**src/rtl/outcome_reader_pkg.sv**
```systemverilog
// Shared definitions for the outcome-SRAM read-out path: default sizes and FSM encoding.
package outcome_reader_pkg;

  localparam int DEF_ARRAY_SIZE = 32;
  localparam int DEF_DATA_WIDTH = 32;

  typedef enum logic [1:0] {
    ST_IDLE,
    ST_READ,
    ST_DRAIN,
    ST_FIN
  } rd_state_e;

endpackage

```
**src/rtl/sync_fifo.sv**
```systemverilog
// Small single-clock FIFO; a push and a pop in the same cycle on a full FIFO is legal.
module sync_fifo #(
  parameter  int DATA_WIDTH = 32,
  parameter  int FIFO_DEPTH = 2,
  localparam int CW         = $clog2(FIFO_DEPTH + 1),
  localparam int PW         = (FIFO_DEPTH > 1) ? $clog2(FIFO_DEPTH) : 1
) (
  input  logic                  clk,
  input  logic                  srstn,
  input  logic                  push,
  input  logic [DATA_WIDTH-1:0] din,
  input  logic                  pop,
  output logic [DATA_WIDTH-1:0] dout,
  output logic                  full,
  output logic                  empty,
  output logic [CW-1:0]         count
);

  logic [DATA_WIDTH-1:0] mem_q [FIFO_DEPTH];
  logic [PW-1:0]         wr_ptr_q, rd_ptr_q;
  logic [CW-1:0]         cnt_q;
  logic                  do_push, do_pop;

  function automatic logic [PW-1:0] next_ptr(input logic [PW-1:0] p);
    return (p == PW'(FIFO_DEPTH - 1)) ? '0 : p + 1'b1;
  endfunction

  assign empty   = (cnt_q == '0);
  assign full    = (cnt_q == CW'(FIFO_DEPTH));
  assign count   = cnt_q;
  assign dout    = mem_q[rd_ptr_q];
  assign do_pop  = pop && !empty;
  assign do_push = push && (!full || do_pop);

  always_ff @(posedge clk or negedge srstn) begin
    if (!srstn) begin
      for (int i = 0; i < FIFO_DEPTH; i++) mem_q[i] <= '0;
      wr_ptr_q <= '0;
      rd_ptr_q <= '0;
      cnt_q    <= '0;
    end else begin
      if (do_push) begin
        mem_q[wr_ptr_q] <= din;
        wr_ptr_q        <= next_ptr(wr_ptr_q);
      end
      if (do_pop) rd_ptr_q <= next_ptr(rd_ptr_q);
      cnt_q <= cnt_q + CW'(do_push) - CW'(do_pop);
    end
  end

  // A dropped push would silently lose a word; the producer must never let this happen.
  a_no_overflow: assert property (@(posedge clk) disable iff (!srstn) !(push && full && !pop));

endmodule

```
**src/rtl/outcome_reader.sv**
```systemverilog
// Reads ARRAY_SIZE words from the outcome SRAM and streams them out with valid/ready/last.
module outcome_reader
  import outcome_reader_pkg::*;
#(
  parameter int ARRAY_SIZE = DEF_ARRAY_SIZE,
  parameter int DATA_WIDTH = DEF_DATA_WIDTH,
  parameter int ADDR_WIDTH = $clog2(ARRAY_SIZE),
  parameter int FIFO_DEPTH = 2
) (
  input  logic                  clk,
  input  logic                  srstn,
  input  logic                  start,
  input  logic [ADDR_WIDTH-1:0] base_addr,
  output logic                  sram_csb,
  output logic [ADDR_WIDTH-1:0] sram_raddr,
  input  logic [DATA_WIDTH-1:0] sram_rdata,
  output logic                  m_valid,
  output logic [DATA_WIDTH-1:0] m_data,
  output logic                  m_last,
  input  logic                  m_ready,
  output logic                  busy,
  output logic                  done
);

  localparam int CNTW = $clog2(ARRAY_SIZE + 1);
  localparam int FCW  = $clog2(FIFO_DEPTH + 1);
  localparam int OCCW = FCW + 1;

  rd_state_e             state_q, state_d;
  logic [ADDR_WIDTH-1:0] base_q, base_d;
  logic [CNTW-1:0]       rd_cnt_q, rd_cnt_d;
  logic [CNTW-1:0]       out_cnt_q, out_cnt_d;
  logic                  inflight_q;

  logic                  pop, issue;
  logic                  fifo_empty, fifo_full;
  logic [FCW-1:0]        fifo_count;
  logic [OCCW-1:0]       occ;

  // Slots already committed (stored + in flight) after this cycle's pop; issue only if one is left.
  assign pop   = m_valid && m_ready;
  assign occ   = OCCW'(fifo_count) + OCCW'(inflight_q) - OCCW'(pop);
  assign issue = (state_q == ST_READ) && (rd_cnt_q < CNTW'(ARRAY_SIZE))
              && (occ < OCCW'(FIFO_DEPTH));

  assign sram_csb   = !issue;
  assign sram_raddr = base_q + ADDR_WIDTH'(rd_cnt_q);
  assign m_valid    = !fifo_empty;
  assign m_last     = m_valid && (out_cnt_q == CNTW'(ARRAY_SIZE - 1));
  assign busy       = (state_q == ST_READ) || (state_q == ST_DRAIN);
  assign done       = (state_q == ST_FIN);

  sync_fifo #(
    .DATA_WIDTH (DATA_WIDTH),
    .FIFO_DEPTH (FIFO_DEPTH)
  ) u_fifo (
    .clk   (clk),
    .srstn (srstn),
    .push  (inflight_q),
    .din   (sram_rdata),
    .pop   (pop),
    .dout  (m_data),
    .full  (fifo_full),
    .empty (fifo_empty),
    .count (fifo_count)
  );

  always_comb begin
    state_d   = state_q;
    base_d    = base_q;
    rd_cnt_d  = rd_cnt_q;
    out_cnt_d = out_cnt_q;
    if (issue) rd_cnt_d = rd_cnt_q + 1'b1;
    if (pop)   out_cnt_d = out_cnt_q + 1'b1;
    unique case (state_q)
      ST_IDLE: begin
        if (start) begin
          base_d    = base_addr;
          rd_cnt_d  = '0;
          out_cnt_d = '0;
          state_d   = ST_READ;
        end
      end
      ST_READ:  if (rd_cnt_d == CNTW'(ARRAY_SIZE)) state_d = ST_DRAIN;
      // Leave on the final handshake itself so done lands one cycle after it.
      ST_DRAIN: if (out_cnt_d == CNTW'(ARRAY_SIZE)) state_d = ST_FIN;
      ST_FIN:   state_d = ST_IDLE;
      default:  state_d = ST_IDLE;
    endcase
  end

  always_ff @(posedge clk or negedge srstn) begin
    if (!srstn) begin
      state_q    <= ST_IDLE;
      base_q     <= '0;
      rd_cnt_q   <= '0;
      out_cnt_q  <= '0;
      inflight_q <= 1'b0;
    end else begin
      state_q    <= state_d;
      base_q     <= base_d;
      rd_cnt_q   <= rd_cnt_d;
      out_cnt_q  <= out_cnt_d;
      inflight_q <= issue;
    end
  end

  a_issue_room: assert property (@(posedge clk) disable iff (!srstn)
    !(inflight_q && fifo_full && !pop));

endmodule

```
**config.mk**
```make
export PLATFORM = sky130hd
export DESIGN_NAME = outcome_reader
export DESIGN_NICKNAME = d
export VERILOG_FILES = /design/src/rtl/outcome_reader_pkg.sv /design/src/rtl/sync_fifo.sv /design/src/rtl/outcome_reader.sv
export SDC_FILE = /design/constraint.sdc
export NUM_CORES = 1
export LEC_CHECK = 0
export ABC_AREA = 1
export BUFFER_PORTS_ARGS = -buffer_cell sky130_fd_sc_hd__buf_2
export CORE_MARGIN = 5
export CORE_UTILIZATION = 60
export CTS_CLUSTER_SIZE = 25
export DETAILED_ROUTE_END_ITERATION = 7
export GPL_TIMING_DRIVEN = 1
export MAX_ROUTING_LAYER = met4
export PLACE_DENSITY = 0.81
export SLEW_MARGIN = 20
export SYNTH_ARGS = -nofsm -noshare
export SYNTH_HDL_FRONTEND = slang
export SYNTH_SLANG_ARGS = --single-unit
```
**constraint.sdc**
```tcl
create_clock -name clk -period 3.9 [get_ports clk]
set_clock_uncertainty 0.15 [all_clocks]
set_input_delay 0.78 -clock clk [delete_from_list [all_inputs] [get_ports clk]]
set_output_delay 0.78 -clock clk [all_outputs]
set_load 0.03 [all_outputs]
```
=== Word-level counts from Yosys, hierarchy flattened ===
Index checks and enable logic that the tools add are counted.

* Output and inout port bits: 42
* Register bits: 88
* Word-level logic and storage cells: 70
* Input bits: 41

* Bitwise logic cells: 2
* Reduce and logical (&&, ||, !) cells: 16
* Magnitude comparators: 5
* Add/subtract/negate cells: 9
* Equal/unequal tests: 10
* Mux-type cells: 18

{| class="wikitable"
|+ Operator list
! operator !! number
|-
| $mux 32 || 4
|-
| $bwmux 64 || 1
|-
| $mux 6 || 6
|-
| $demux 32 s1 || 1
|-
| $add 6x1->6 const B || 2
|-
| $eq 6x6->1 const B || 2
|-
| $pmux 2 s4 || 1
|-
| $logic_and 1x1->1 || 7
|-
| $eq 2x2->1 const B || 3
|-
| $eq 6x5->1 const B || 1
|-
| $lt 6x6->1 const B || 1
|-
| $mux 2 || 3
|-
| $add 5x5->5 || 1
|-
| $ge 2x2->1 const B || 2
|-
| $logic_not 2->1 || 2
|-
| $ne 2x1->1 const B || 2
|-
| $not 1->2 || 2
|-
| $add 2x1->3 || 1
|-
| $logic_not 1->1 || 3
|-
| $lt 3x2->1 const B || 1
|-
| $reduce_and 3->1 || 1
|-
| $sub 3x1->3 || 1
|-
| $add 1x1->1 const B || 2
|-
| $add 2x1->2 || 1
|-
| 7 further kinds || 9
|}

=== Longest topological paths before layout ===
Gate-level depths: netlist (run 1).

* Word-level depth: 10
* Depth in mapped cells: 18
* Depth with buffers taken out: 18

=== Hierarchy ===
Synthesis (run 1) repeated with hierarchy kept, for this count alone.

* Cell total of the unflattened synthesis: 605
* Area total of the unflattened synthesis: 4,660.7 um^2

{| class="wikitable"
|+ By module, submodules not included
! module !! sequential area each (um^2) !! cells an instance !! area each (um^2) !! times used
|-
| sync_fifo || 1,701.6 || 417 || 3,288.2 || 1
|-
| outcome_reader || 500.5 || 188 || 1,372.6 || 1
|}

=== Least setup slack after synthesis (run 1) ===
OpenSTA, ideal clock, no wires.

* Path type: input to output
* Start point: input port m_ready
* End point: output port sram_csb
* Path slack: 0.871 ns
* Buffers on the path: 0
* Arrival: 2.099 ns
* Stages on the path: 7
* Required time: 2.970 ns
* Cell sequence: inv_2 nor2_1 ha_1 inv_1 nand2_1 fa_1 nand4_4

* Cells in the longest elaborated chain, start to end: 5

{| class="wikitable"
|+ Ends and longest elaborated chain
! element !! line !! source
|-
| start: declaration || outcome_reader.sv:20 || <nowiki>input logic m_ready,</nowiki>
|-
| $logic_and 1x1->1 || outcome_reader.sv:41 || <nowiki>assign pop = m_valid && m_ready;</nowiki>
|-
| $sub 3x1->3 || outcome_reader.sv:42 || <nowiki>assign occ = OCCW'(fifo_count) + OCCW'(inflight_q) - OCCW'(pop);</nowiki>
|-
| $lt 3x2->1 || outcome_reader.sv:44 || <nowiki>&& (occ < OCCW'(FIFO_DEPTH));</nowiki>
|-
| $logic_and 1x1->1 || outcome_reader.sv:44 ||
|-
| $logic_not 1->1 || outcome_reader.sv:46 || <nowiki>assign sram_csb = !issue;</nowiki>
|-
| end: declaration || outcome_reader.sv:14 || <nowiki>output logic sram_csb,</nowiki>
|}

No other way between the ends.

=== Final worst setup path (run 1) ===
* Start point: register u_fifo.cnt_q[1], in the netlist u_fifo.count[1]
* End point: output port sram_csb

* Cells in the longest elaborated chain, start to end: 7
* Elaborated cells between the ends (all ways): 8
* Classes of those cells: add/sub (2); order compare (1); reduce/logical (5)

{| class="wikitable"
|+ Ends and longest elaborated chain
! element !! line !! source
|-
| start: declaration || sync_fifo.sv:21 || <nowiki>logic [CW-1:0] cnt_q;</nowiki>
|-
| start signal: assignment || sync_fifo.sv:47 || <nowiki>cnt_q <= cnt_q + CW'(do_push) - CW'(do_pop);</nowiki>
|-
| branches (longest 3 deep; another with $add 2x1->3) || -- ||
|-
| $sub 3x1->3 * || outcome_reader.sv:42 ||
|-
| $lt 3x2->1 * || outcome_reader.sv:44 ||
|-
| $logic_and 1x1->1 * || outcome_reader.sv:44 ||
|-
| $logic_not 1->1 * || outcome_reader.sv:46 ||
|}

Every way passes the cells marked *.

==> flow_summary.toml, run 1 <==
[run_status]
outcome = "complete, no violations"

[cts]
cts-root-buf = "clkbuf_8"
cts_tree = "yes"
clock_latency_ns = 0.34
numCtsBuffers = 9
ctsHtreeMaxLevel = 3
clock_path_buffers = 2
clk_pin_slew_ns = 0.09
cts.repair_timing.setup_buffer_count = 0
cts_resized = 0
cts_sinks = 88
postCtsHoldBufs = 0

[sta]
fmax_ghz = 0.290
setup_viol = 0
tightest_slew_ns = 1.00
setup_slack_ns = 0.451
rsz0062_at_grt = "no"
period_share = 0.884
hold_violations = 0
finalSetupTns_ns = 0
relSlewSlack = 0.331
min_period_ns = 3.45
slew_violations = 0

[floorplanning]
pin_count = 83
die_x_um = 95.7
core_area_mm2 = 0.00721
die_area_mm2 = 0.00915
die_h_um = 95.7
num_rows = 31
initial_utilization = 0.610

[setup_path]
timing.rr.start = "u_fifo.count[1]"
crit_chain = "nor2_4, nor2_1, ha_1, inv_1, nand2_1, fa_1, nand4_4, buf_2"
worstPathRequired_ns = 2.97
reg2reg_slack_ns = 1.08
slowest_delay_ns = 0.60
cp-end-kind = "output port"
crit_fanout = 6
crit_path_start_kind = "register"
reg2reg_depth = 15
crit_start = "u_fifo.count[1]"
critPathArrivalTime_ns = 2.52
crit_type = "register to output port"
r2r-end = "state_q[1]"
cp_slowest_cell = "fa_1"

[detailed_routing]
wire_per_inst_um = 13.0
ant_nets = 0
drc_errors = 0
first_iter_violations = 226
vias = 3609
vias_per_cell = 4.99
routed_wirelength_um = 9380
dr.pass1.iters = 5

[grt]
use_met2 = 0.384
overflow = 0
grt_max_degree = 89
grt_pass1_wl_um = 16000
track_usage = 0.227
grt_pass1_vias = 3621
antenna_found_initial = 0
busiest_layer = "met2"
use_met1 = 0.282
met3_usage = 0.0347

[synth]
ys_warn_count = 0
synth-seq-cells = 88
syn_inst = 544
yosysTopAreaCellShare = 0.500
ys_seq_area_frac = 0.500
synth.most_common_cell = "nand2_1"
async_flop_share = 1.00
ys_top_cells_by_area = "dfrtp_1 50%, nand2_1 18%, o21ai_0 4.9%"
synth_edf_count = 0
netlist_area_mm2 = 0.00440
synth_ff_type = "dfrtp_1"
avgSynthCellArea_um2 = 8.09
synthDistinctLibCells = 29
synth.cells.most_frequent = "216 x nand2_1, 88 x dfrtp_1, 55 x inv_1, 43 x o21ai_0, 25 x o21ai_1"
syn_nets = 601
yosysTopAreaCell = "dfrtp_1"

[final_layout]
num-nets-final = 676
drive_gt1_frac = 0.218
antenna_cells = 0
syn_to_final_growth_pct = 15.3

[placement]
place_congestion = 0.843
portBuffers = 82
post-place-ws_ns = 0.514
dp_hpwl_um = 6410

[pwr]
pwr-share-seq = 0.345
swShare = 0.484
p_per_area_mw_per_mm2 = 889
power.switching_mw = 2.19
power_leakage_nw = 2.87
peakVddDrop_mv = 0.456
p_int_mw = 2.33
p_clk_frac = 0.140
comb_power_share = 0.516

[min_path]
min_path_type = "input port to async pin"

[run]
cap_violations = 0
==> layout make-up <==
type / instances / area (um^2)
fill: 588 / 2140
sequential: 88 / 2200
multi-input combinational: 375 / 1890
inverter: 60 / 225
clock buffer: 10 / 128
tap: 99 / 124
timing repair buffer: 85 / 439
clock inverter: 6 / 70.1
==> flip-flops by register name, indices dropped and copies added, names as in the netlist <==
signal / cells
u_fifo.rd_ptr_q: 1
base_q: 5
u_fifo.wr_ptr_q: 1
u_fifo.count: 2
state_q: 2
rd_cnt_q: 6
u_fifo.mem_q: 64
out_cnt_q: 6
inflight_q: 1
==> per-layer routing <==
layer	wire length [um]	share of wire
met1	4150	0.44
met5	0	0
met4	78	0.0083
met3	349	0.037
met2	4800	0.51
==> how the worst max path moves through the flow <==
stage               end  depth (start not counted)  slack [ns]
2_1_floorplan  sram_csb                          7        0.87
3_3_place_gp   sram_csb                          9        0.55
3_5_place_dp   sram_csb                          9        0.51
4_1_cts        sram_csb                         10        0.44
5_1_grt        sram_csb                          8        0.33
6_report       sram_csb                          8        0.45
==> metrics by stage <==
step	cell area (um^2)	utilization	cells	hold WS (ns)	power (mW)
global placement	4870	0.676	707	0.316	3.81
detailed placement	4870	0.676	707	0.324	3.91
floorplan	4400	-	544	0.303	3.29
CTS	5070	0.703	723	0.346	4.55
finish	5080	0.704	723	0.323	4.51
global route	5080	0.704	723	0.370	4.87
==> power by group through the flow <==
stage | sequential (mW) | combinational [mW] | clock, mW
6_report | 1.56 | 2.33 | 0.630
5_1_grt | 1.61 | 2.58 | 0.680
2_1_floorplan | 1.50 | 1.79 | 0
4_1_cts | 1.55 | 2.36 | 0.642
3_5_place_dp | 1.57 | 2.34 | 0
3_3_place_gp | 1.54 | 2.27 | 0
==> critical path: cells and delay by family (launching register included) <==
| family | cells | cell delay [ns] |
|---|---|---|
| AND/OR/NAND/NOR | 4 | 0.55 |
| adder cells (fa/ha/maj) | 2 | 0.86 |
| buffers and inverters | 2 | 0.27 |
| flip-flops | 1 | 0.50 |
==> cells by family after synthesis <==
kind of cell,synth area share
AND/OR/NAND/NOR,0.272
XOR/XNOR,0.0159
flip-flops,0.500
adder cells (fa/ha/maj),0.0489
AO/OA/AOI/OAI,0.0918
buffers and inverters,0.0716
==> cell usage in the layout (no fill, tap or decap), types with 2 or more instances in the layout <==
cell type   netlist  routed
nand4_1           2       2
clkinvlp_4        0       3
nor2_8            2       2
nand2_1         216     215
buf_2             9      81
nor2_2            5       5
clkinv_1          2       2
or2_2             1       2
xor2_1            6       6
buf_4             0       3
nand2_2          14      15
nor2_1           16      16
xnor2_1           2       2
clkbuf_8          0       9
dfrtp_1          88      88
nand3_1           8       8
nand3_2           4       4
a21oi_1           8       8
inv_2             3       3
o21ai_0          43      43
inv_1            55      55
o21ai_1          25      25
clkinv_4          0       2
ha_1             14      14
fa_1              2       2
No activity file was read; power rests on OpenSTA's default activity.
==> run 2: changes to the inputs <==
--- a/constraint.sdc
+++ b/constraint.sdc
@@ -4,2 +4,2 @@
 set_output_delay 0.78 -clock clk [all_outputs]
-set_load 0.03 [all_outputs]
+set_load 0.1 [all_outputs]
==> run 2 against run 1 <==
  * Via count up 1.1%
  * Die area unchanged
  * Sequential cell count unchanged
  * Critical path depth up 2
  * Global-route usage down 0.32 points
  * Critical path type unchanged
  * Sequential share of layout area up 0.12 points
  * Register-to-register slack about the same
  * Worst hold slack better by 0.0087 ns
  * Design area down 0.27%
  * Setup slack worse by 0.17 ns
  * Routed wire length down 1.1%
==> flow_summary.toml, run 2 (synthesis results as in run 1) <==
[run_status]
outcome = "complete, no violations"

[floorplanning]
core_area_mm2 = 0.00721
die_area_mm2 = 0.00915
initial_utilization = 0.610
pin_count = 83
die_h_um = 95.7
die_x_um = 95.7
num_rows = 31

[placement]
place_congestion = 0.826
portBuffers = 82
dp_hpwl_um = 6450

[grt]
grt_max_degree = 89
grt_pass1_wl_um = 15600
overflow = 0
antenna_found_initial = 0
track_usage = 0.224
grt_pass1_vias = 3597

[cts]
clock_path_buffers = 2
postCtsHoldBufs = 0
cts.repair_timing.setup_buffer_count = 0
cts_sinks = 88
cts_resized = 0
cts-root-buf = "clkbuf_8"
clock_latency_ns = 0.34
ctsHtreeMaxLevel = 3
cts_tree = "yes"
clk_pin_slew_ns = 0.09
numCtsBuffers = 9

[detailed_routing]
wire_per_inst_um = 12.8
ant_nets = 0
routed_wirelength_um = 9270
dr.pass1.iters = 4
vias_per_cell = 5.05
first_iter_violations = 213
drc_errors = 0
vias = 3649

[setup_path]
r2r-end = "state_q[1]"
critPathArrivalTime_ns = 2.69
worstPathRequired_ns = 2.97
crit_type = "register to output port"
crit_path_start_kind = "register"
reg2reg_slack_ns = 1.09
cp-end-kind = "output port"
crit_fanout = 6
crit_start = "u_fifo.count[1]"
reg2reg_depth = 15
timing.rr.start = "u_fifo.count[1]"

[sta]
hold_violations = 0
min_period_ns = 3.62
slew_violations = 0
tightest_slew_ns = 1.02
setup_viol = 0
finalSetupTns_ns = 0
relSlewSlack = 0.315
period_share = 0.929
rsz0062_at_grt = "no"
fmax_ghz = 0.276

[final_layout]
largest_registers = "u_fifo.mem_q (64), out_cnt_q (6), rd_cnt_q (6)"
syn_to_final_growth_pct = 15.0
num-nets-final = 676
final_common_cell = "nand2_1"
largest_reg_flops = 64
drive_gt1_frac = 0.218
antenna_cells = 0
top_register = "u_fifo.mem_q"
layout_common_cells = "215 x nand2_1, 88 x dfrtp_1, 81 x buf_2"

[min_path]
min_path_type = "input port to async pin"

[run]
cap_violations = 0
run 2: cell types whose count changed in the layout (fill, tap and decap cells not counted):
| cell | before | now |
|---|---|---|
| clkinv_4 | 2 | 1 |
| clkinv_2 | 0 | 1 |
| clkbuf_8 | 9 | 11 |
| clkinvlp_4 | 3 | 2 |
| bufinv_16 | 1 | 0 |
run 2: final cells by class:
| cell class | instances | area (um^2) |
|---|---|---|
| tap | 99 | 124 |
| multi-input combinational | 375 | 1890 |
| clock inverter | 4 | 28.8 |
| clock buffer | 12 | 155 |
| inverter | 60 | 225 |
| timing repair buffer | 85 | 439 |
| fill | 590 | 2150 |
| sequential | 88 | 2200 |
run 2: how the worst max path moves through the flow:
stage | end | slack (ns) | depth (start not counted)
after floorplan | sram_raddr[4] | 0.36 | 5
after global placement | sram_csb | 0.35 | 11
after detailed placement | sram_csb | 0.30 | 11
after CTS | sram_csb | 0.24 | 10
after global routing | sram_csb | 0.1 | 10
final | sram_csb | 0.28 | 10
run 2: routing by layer:
| layer | GRT usage | up-vias | routed length [um] |
|---|---|---|---|
| met5 | - | - | 0 |
| met4 | 0.0877 | 0 | 136 |
| met3 | 0.0316 | 12 | 342 |
| met2 | 0.371 | 78 | 4800 |
| met1 | 0.279 | 1730 | 3990 |
| li1 | - | 1829 | - |
run 2: through the flow:
| stage | utilization | hold WS, ns | cell area (um^2) | setup slack (ns) | instances |
|---|---|---|---|---|---|
| after global placement | 0.676 | 0.315 | 4870 | 0.349 | 707 |
| after floorplan | - | 0.303 | 4400 | 0.359 | 544 |
| after CTS | 0.701 | 0.343 | 5060 | 0.243 | 723 |
| final | 0.702 | 0.332 | 5060 | 0.278 | 723 |
| after detailed placement | 0.676 | 0.324 | 4870 | 0.296 | 707 |
| after global routing | 0.702 | 0.363 | 5060 | 0.0990 | 723 |
run 2: worst max-delay path, cell delays in order, from the launching register on:
cell,delay [ns]
dfrtp_1,0.49
nor2_4,0.22
nor2_1,0.06
ha_1,0.27
inv_1,0.05
nand2_1,0.05
fa_1,0.43
inv_1,0.09
nand2_2,0.08
nand4_4,0.16
buf_2,0.45
Power of run 2 is left out: the tool's default activity adds up to more than one toggle a clock period on the data nets, which glitch-free logic cannot reach.
==> run 3: changes to the inputs <==
CELL_PAD_IN_SITES_DETAIL_PLACEMENT = 1   (was default)
CELL_PAD_IN_SITES_GLOBAL_PLACEMENT = 2   (was default)
CORE_UTILIZATION = 35   (was 60)
==> run 3 against run 2 <==
  * Die area is 63% higher
  * Register-to-register slack worse by 0.11 ns
  * Count of clock-buffer cells in the layout is 1 lower
  * Fmax is 3.7% higher
  * Cell count is 11% higher
  * Routed wire length is 21% higher
  * Sequential share of layout area is 2.1 points lower
  * Via count is 1.8% higher
  * Setup slack better by 0.13 ns
  * Highest routed layer unchanged
==> flow_summary.toml, run 3 (synthesis results as in run 1) <==
[run_status]
outcome = "complete, no violations"

[sta]
min_period_ns = 3.49
whs_ns = 0.290
period_share = 0.896
setup_viol = 0
tightest_slew_ns = 0.644
fmax_ghz = 0.286
setup_slack_ns = 0.405
relSlewSlack = 0.571
rsz0062_at_grt = "no"
hold_violations = 0
finalSetupTns_ns = 0
slew_violations = 0

[cts]
cts_tree = "yes"
clk_pin_slew_ns = 0.06
clock_latency_ns = 0.34
cts_sinks = 88
cts-root-buf = "clkbuf_16"
postCtsHoldBufs = 0
ctsHtreeMaxLevel = 3
cts_resized = 0
cts.repair_timing.setup_buffer_count = 0
numCtsBuffers = 9
clock_path_buffers = 2

[final_layout]
largest_reg_flops = 64
syn_to_final_growth_pct = 20.8
fillers = 1517
antenna_cells = 0
num-nets-final = 680
top_register = "u_fifo.mem_q"
layout_common_cells = "215 x nand2_1, 88 x dfrtp_1, 80 x buf_2"
final_common_cell = "nand2_1"
drive_gt1_frac = 0.225
largest_registers = "u_fifo.mem_q (64), out_cnt_q (6), rd_cnt_q (6)"

[run]
cap_violations = 0

[placement]
portBuffers = 82
post-place-ws_ns = 0.457
dp_hpwl_um = 7840
place_congestion = 0.794

[setup_path]
timing.rr.start = "u_fifo.count[1]"
critPathArrivalTime_ns = 2.56
crit_type = "register to output port"
worstPathRequired_ns = 2.97
crit_start = "u_fifo.count[1]"
crit_fanout = 6
crit_path_start_kind = "register"
cp-end-kind = "output port"

[detailed_routing]
first_iter_violations = 163
vias = 3715
routed_wirelength_um = 11200
dr.pass1.iters = 4
ant_nets = 0
wire_per_inst_um = 14.0
drc_errors = 0
vias_per_cell = 4.64

[floorplanning]
die_area_mm2 = 0.0149
die_x_um = 122
die_h_um = 122
num_rows = 41
pin_count = 83
initial_utilization = 0.353
core_area_mm2 = 0.0125

[grt]
antenna_found_initial = 0
grt_max_degree = 65
grt_pass1_wl_um = 18700
grt_pass1_vias = 3909
overflow = 0
track_usage = 0.163

[min_path]
min_path_type = "input port to async pin"
run 3: cell types whose count changed in the layout (fill, tap and decap cells not counted), sizes merged:
cell / before / now
bufinv: 0 / 1
buf: 85 / 89
clkbuf: 12 / 11
run 3: worst paths after layout:
path | end | slack [ns] | cells past startpoint
max in group asynchronous | u_fifo.mem_q[17] | 2.55 | 2
max reg2reg | state_q[1] | 0.98 | 15
min in group clk | u_fifo.mem_q[17] | 0.34 | 2
min reg2reg | u_fifo.mem_q[17] | 0.34 | 2
max | sram_csb | 0.41 | 8
min | out_cnt_q[1] | 0.29 | 1
run 3: layout make-up:
class | instances | area [um^2] | share of cell area
sequential | 88 | 2200 | 0.414
multi-input combinational | 375 | 1890 | 0.355
timing repair buffer | 89 | 480 | 0.0903
clock buffer | 11 | 253 | 0.0475
inverter | 60 | 225 | 0.0423
tap | 172 | 215 | 0.0405
clock inverter | 5 | 55.1 | 0.0104
run 3: stage by stage:
step / cell area, um^2 / instances / utilization
floorplan: 4400 / 544 / -
CTS: 5320 / 800 / 0.427
global placement: 5010 / 784 / 0.402
global route: 5320 / 800 / 0.427
detailed placement: 5010 / 784 / 0.402
finish: 5320 / 800 / 0.427
run 3: layer usage:
layer,vias to the layer above,share of wire,GRT usage
met3,13,0.041,0.0269
met5,-,0,-
met1,1802,0.46,0.208
met2,61,0.48,0.260
li1,1839,-,-
met4,0,0.018,0.0665
run 3: critical path: stages (launching register included):
cell	delay (ns)
dfrtp_1	0.49
nor2_4	0.24
nor2_1	0.06
ha_1	0.26
inv_1	0.05
nand2_1	0.06
fa_1	0.61
nand4_4	0.21
buf_12	0.22
Power of run 3 is left out for the same reason.
